## src/rtl/arch_bus_pkg.sv

```systemverilog
// Shared bus definitions for the cache-bus arbiter and its neighbours.
//   cbus_req_t  : one master's request bundle (valid/addr/wdata/wstrobe/burst/len)
//   cbus_resp_t : response bundle steered back to a master (ready/last/rdata)
//   arb_state_t : arbiter FSM state encoding
package arch_bus_pkg;

    localparam logic [1:0] BURST_FIXED = 2'b00;
    localparam logic [1:0] BURST_INCR  = 2'b01;

    typedef struct packed {
        logic        valid;
        logic [63:0] addr;
        logic [63:0] wdata;
        logic [7:0]  wstrobe;
        logic [1:0]  burst;
        logic [7:0]  len;
    } cbus_req_t;

    typedef struct packed {
        logic        ready;
        logic        last;
        logic [63:0] rdata;
    } cbus_resp_t;

    typedef enum logic [1:0] {
        ST_IDLE    = 2'd0,
        ST_BUSY    = 2'd1,
        ST_RELEASE = 2'd2
    } arb_state_t;

endpackage

```

## src/rtl/rr_priority_picker.sv

```systemverilog
// Combinational round-robin picker: returns the first asserted request found
// scanning ptr_i, ptr_i+1, ... wrapping modulo N (explicit wrap, so any N works).
//   req_i    : request vector
//   ptr_i    : index with highest priority this round (must be < N)
//   onehot_o : one-hot winner (zero when nothing requested)
//   idx_o    : winner index (zero when nothing requested)
//   found_o  : at least one request present
module rr_priority_picker #(
    parameter int N     = 2,
    parameter int IDX_W = $clog2(N)
) (
    input  logic [N-1:0]     req_i,
    input  logic [IDX_W-1:0] ptr_i,
    output logic [N-1:0]     onehot_o,
    output logic [IDX_W-1:0] idx_o,
    output logic             found_o
);
    localparam logic [IDX_W:0] N_EXT = (IDX_W+1)'(N);
    localparam logic [N-1:0]   ONE   = {{(N-1){1'b0}}, 1'b1};

    logic [IDX_W:0] cand;

    always_comb begin
        found_o = 1'b0;
        idx_o   = '0;
        cand    = '0;
        // Scan from farthest to nearest so the candidate closest to ptr_i wins.
        for (int k = N-1; k >= 0; k--) begin
            cand = {1'b0, ptr_i} + (IDX_W+1)'(k);
            if (cand >= N_EXT) cand = cand - N_EXT;
            if (req_i[cand[IDX_W-1:0]]) begin
                found_o = 1'b1;
                idx_o   = cand[IDX_W-1:0];
            end
        end
        onehot_o = found_o ? (ONE << idx_o) : '0;
    end

endmodule

```

## src/rtl/cbus_arbiter.sv

```systemverilog
// Round-robin N:1 arbiter in front of the BRAM memory wrapper. One master is
// granted at a time and owns the slave side for its whole burst; after the
// last beat s_valid drops for one RELEASE cycle so the wrapper resets its
// delay counter, then the next grant is arbitrated from IDLE.
//   clk, reset          : clock, asynchronous active-high reset
//   m_valid..m_len      : per-master request fields
//   m_rdata             : read data broadcast to all masters
//   m_ready, m_last     : per-master handshake, only the granted bit can be 1
//   s_valid..s_len      : granted request towards the wrapper (zero unless BUSY)
//   s_rdata/ready/last  : wrapper response
module cbus_arbiter #(
    parameter  int NUM_MASTERS = 2,
    localparam int IDX_W       = $clog2(NUM_MASTERS)
) (
    input  logic                        clk,
    input  logic                        reset,
    input  logic [NUM_MASTERS-1:0]      m_valid,
    input  logic [NUM_MASTERS-1:0][63:0] m_addr,
    input  logic [NUM_MASTERS-1:0][63:0] m_wdata,
    input  logic [NUM_MASTERS-1:0][7:0] m_wstrobe,
    input  logic [NUM_MASTERS-1:0][1:0] m_burst,
    input  logic [NUM_MASTERS-1:0][7:0] m_len,
    output logic [63:0]                 m_rdata,
    output logic [NUM_MASTERS-1:0]      m_ready,
    output logic [NUM_MASTERS-1:0]      m_last,
    output logic                        s_valid,
    output logic [63:0]                 s_addr,
    output logic [63:0]                 s_wdata,
    output logic [7:0]                  s_wstrobe,
    output logic [1:0]                  s_burst,
    output logic [7:0]                  s_len,
    input  logic [63:0]                 s_rdata,
    input  logic                        s_ready,
    input  logic                        s_last
);
    import arch_bus_pkg::*;

    arb_state_t             state_q, state_d;
    logic [IDX_W-1:0]       grant_q, grant_d;
    logic [IDX_W-1:0]       rr_ptr_q, rr_ptr_d;
    logic [NUM_MASTERS-1:0] gnt_oh_q, gnt_oh_d;

    logic [NUM_MASTERS-1:0] pick_oh;
    logic [IDX_W-1:0]       pick_idx;
    logic                   pick_found;

    cbus_req_t  gnt_req;
    cbus_resp_t slv_resp;

    rr_priority_picker #(
        .N     (NUM_MASTERS),
        .IDX_W (IDX_W)
    ) u_picker (
        .req_i    (m_valid),
        .ptr_i    (rr_ptr_q),
        .onehot_o (pick_oh),
        .idx_o    (pick_idx),
        .found_o  (pick_found)
    );

    // Granted master's request, muxed on the registered grant.
    always_comb begin
        gnt_req.valid   = m_valid[grant_q];
        gnt_req.addr    = m_addr[grant_q];
        gnt_req.wdata   = m_wdata[grant_q];
        gnt_req.wstrobe = m_wstrobe[grant_q];
        gnt_req.burst   = m_burst[grant_q];
        gnt_req.len     = m_len[grant_q];
        slv_resp.ready  = s_ready;
        slv_resp.last   = s_last;
        slv_resp.rdata  = s_rdata;
    end

    always_ff @(posedge clk or posedge reset) begin
        if (reset) begin
            state_q  <= ST_IDLE;
            grant_q  <= '0;
            rr_ptr_q <= '0;
            gnt_oh_q <= '0;
        end else begin
            state_q  <= state_d;
            grant_q  <= grant_d;
            rr_ptr_q <= rr_ptr_d;
            gnt_oh_q <= gnt_oh_d;
        end
    end

    always_comb begin
        state_d  = state_q;
        grant_d  = grant_q;
        rr_ptr_d = rr_ptr_q;
        gnt_oh_d = gnt_oh_q;
        case (state_q)
            ST_IDLE: begin
                if (pick_found) begin
                    grant_d  = pick_idx;
                    gnt_oh_d = pick_oh;
                    state_d  = ST_BUSY;
                end
            end
            ST_BUSY: begin
                // A completed burst wins over a same-cycle valid drop.
                if (slv_resp.ready && slv_resp.last) begin
                    state_d  = ST_RELEASE;
                    rr_ptr_d = (grant_q == IDX_W'(NUM_MASTERS-1)) ? '0 : grant_q + IDX_W'(1);
                end else if (!gnt_req.valid) begin
                    // Master abandoned its burst: abort, keep the pointer.
                    state_d = ST_IDLE;
                end
            end
            ST_RELEASE: state_d = ST_IDLE;
            default:    state_d = ST_IDLE;
        endcase
    end

    always_comb begin
        s_valid   = 1'b0;
        s_addr    = '0;
        s_wdata   = '0;
        s_wstrobe = '0;
        s_burst   = '0;
        s_len     = '0;
        m_ready   = '0;
        m_last    = '0;
        m_rdata   = slv_resp.rdata;
        if (state_q == ST_BUSY) begin
            s_valid   = 1'b1;
            s_addr    = gnt_req.addr;
            s_wdata   = gnt_req.wdata;
            s_wstrobe = gnt_req.wstrobe;
            s_burst   = gnt_req.burst;
            s_len     = gnt_req.len;
            m_ready   = gnt_oh_q & {NUM_MASTERS{slv_resp.ready}};
            m_last    = gnt_oh_q & {NUM_MASTERS{slv_resp.last}};
        end
    end

endmodule

```

## config.mk

```make
export PLATFORM = sky130hd
export DESIGN_NAME = cbus_arbiter
export DESIGN_NICKNAME = d
export VERILOG_FILES = /design/src/rtl/arch_bus_pkg.sv /design/src/rtl/rr_priority_picker.sv /design/src/rtl/cbus_arbiter.sv
export SDC_FILE = /design/constraint.sdc
export NUM_CORES = 1
export LEC_CHECK = 0
export ABC_AREA = 1
export BUFFER_PORTS_ARGS = -buffer_cell sky130_fd_sc_hd__buf_4
export CAP_MARGIN = 15
export CORE_AREA = 8 8 215 217
export DETAILED_ROUTE_END_ITERATION = 10
export DIE_AREA = 0 0 223 225
export SYNTH_ARGS = -nofsm -noshare
export SYNTH_HDL_FRONTEND = slang
export SYNTH_SLANG_ARGS = --single-unit
```

## constraint.sdc

```tcl
create_clock -name clk -period 1 [get_ports clk]
set_input_delay 0 -clock clk [delete_from_list [all_inputs] [get_ports clk]]
set_output_delay 0 -clock clk [all_outputs]
set_load 0.03 [all_outputs]
```

==> results_dict.tcl <==
set metrics [dict create \
    grt-ovfl-total 0 \
    slew_violations 0 \
    critPathMaxFanout 15 \
    syn_avg_cell_area_um2 4.90 \
    die_w_um 223 \
    cellLeakagePower_nw 4.14 \
    status "complete, but fails checks" \
    end_kind "output pin" \
    drv_cap 0 \
    yosys-top-cells-area "nand2_1, a21oi_1, buf_4, buf_6, dfrtp_1" \
    n_antenna_cell 0 \
    ys_seq_elements 5 \
    r2r-end "state_q[0]" \
    violations "negative setup slack" \
    place_inst 1535 \
    crit_type "flop to output pin" \
    firstDrtPassIters 4 \
    max-slew-margin-rel_pct 79.2 \
    synth_top_area_share_pct 39.9 \
    final_nets 1376 \
    tightest_slew_ps 313 \
    yosysTopAreaCell "nand2_1" \
    seq_area_frac_synth_pct 4.26 \
    syn-num-nets 961 \
    vias_per_cell 3.58 \
    max_clock_freq_mhz 629 \
    fin_hold_ws_ps 0.00973 \
    cts_buffer_depth 2 \
    path_clk_slew_ps 30 \
    critPathLaunchType "flop" \
    ys_warn_count 0 \
    antenna_left 0 \
    coreArea_um2 42700 \
    final.fill_count 4644 \
    power_density_nw_per_um2 2940 \
    dp_slack_ps -487 \
    syn_area_um2 2940 \
    syn_inst 599 \
    num_io_pins 577 \
    grt_pass1_wl_um 35500 \
    whs_endpoint "m_rdata[48]" \
    whs_path_depth 0 \
    fin_skew_ps 2.10 \
    area_growth_pct 210 \
    row_count 76 \
    root_buffer "clkbuf_16" \
    cp_data_arrival_time_ps 1590 \
    setup_violations 155 \
    final_common_cell "buf_4" \
    die_area_um2 50200 \
    num_vias 5585 \
    cp.required_ps 1000 \
    fin_ws_ps -590 \
    min_from "s_rdata[48]" \
    gp_congestion 0.896 \
    wl_per_cell_um 16.1 \
    design_power_total_mw 26.8 \
    drt_iter0_drc 249 \
    r2r_cells 8 \
    groute.usage.overall_pct 8.89 \
    synth.distinct_cells 16 \
    r2r_setup_slack_ps -310 \
    r2r-start "grant_q" \
    rsz0062_at_grt "yes" \
    ff_latch_area_um2 130 \
    hold_viol_final 0 \
    cts_tree "done" \
    port_buffers 448 \
    hp-class "input pin to output pin" \
    antenna_found_initial 2 \
    fin_tns_setup_ps -77980 \
    peakVddDrop_v 0.00129 \
    die_h_um 225 \
    worstSkewPairLatency_ps 230 \
    fin_crit_sh_pct 159 \
    drt-total-wl_um 25100 \
    htree_levels 1 \
    layout.cells.non_filler 1559 \
    start_util_pct 6.88 \
    layout_common_cells "buf_4, nand2_1, buf_6" \
    grt_max_degree 47 \
    numCtsBuffers 3 \
    clkSinkCount 5 \
    dp_hpwl_um 19700 \
    finalCriticalPeriod_ps 1590 \
    route.detailed.drc 0 \
    multi_input_area_um2 3360 \
    drive_gt1_share_pct 72.9 \
    grt_pass1_vias 5914 \
]
## worst max-delay path by stage
stage	endpoint	start
4_1_cts	s_addr[48]	grant_q
2_1_floorplan	s_wdata[36]	grant_q
6_report	s_addr[2]	grant_q
3_5_place_dp	s_addr[2]	grant_q
5_1_grt	s_addr[49]	grant_q
3_3_place_gp	s_addr[2]	grant_q
## critical path, cell delays in order, from the launching register on
cell and delay (ps):
dfrtp_4 530, clkinv_8 80, buf_12 140, buf_12 150, nand2_1 70, a21oi_2 210
buf_6 160
## through the flow
| stage | utilization, % | area (um^2) |
|---|---|---|
| CTS | 20.9 | 8900 |
| detailed placement | 18.2 | 7760 |
| floorplan | - | 3960 |
| global placement | 18.2 | 7760 |
| finish | 21.4 | 9120 |
| global route | 21.4 | 9120 |
## layer usage
metal	wire length (um)	global-route usage, %	vias to the layer above
met5	13	0	-
li1	-	-	2661
met4	645	2.19	2
met2	12900	15.9	325
met3	2560	2.95	48
met1	8990	10.1	2549
## synth_stat cells
cell type and instances:
inv_2 1, buf_2 24, inv_1 9, nand3_1 1, a21oi_1 146, clkbuf_1 3
dfrtp_1 5, buf_1 4, nor2_1 6, buf_4 69, nor3_1 4, nand2_1 312
buf_8 1, nand2_2 1, buf_6 12, clkinv_2 1
## logic make-up (layout without fill, tap and decap cells)
kind of cell	count (synthesis)	count (layout)	synth area share, %
AND/OR/NAND/NOR	324	324	41.7
AO/OA/AOI/OAI	146	146	24.9
flip-flops	5	5	4.26
buffers and inverters	124	538	29.2
## registers in the layout, summed over array words and instances, names as in the netlist
register and flops:
rr_ptr_q 1, grant_q 1, gnt_oh_q 1, state_q 2
## where the power goes
group	switching (mW)	leakage, nW	internal (mW)
clock network	0.140	0.0382	0.529
registers	0.135	0.0597	0.309
logic	14.8	4.04	10.9
total	15.1	4.14	11.7
## cell type report
cell class | count | area share, %
Timing Repair Buffer | 523 | 52.7
Multi-Input combinational cell | 470 | 36.9
Tap cell | 546 | 7.49
Sequential cell | 5 | 1.43
Clock buffer | 4 | 0.864
Inverter | 11 | 0.617
## timing repair
action	4_1_cts	5_1_grt
buffers inserted	15	3
gates cloned	6	1
endpoints found under the setup margin	156	156
hold buffers	1	0
pin swaps	17	20
resized for setup	221	68
endpoints found under the hold margin	5	0
(Power assumes the default switching activity.)
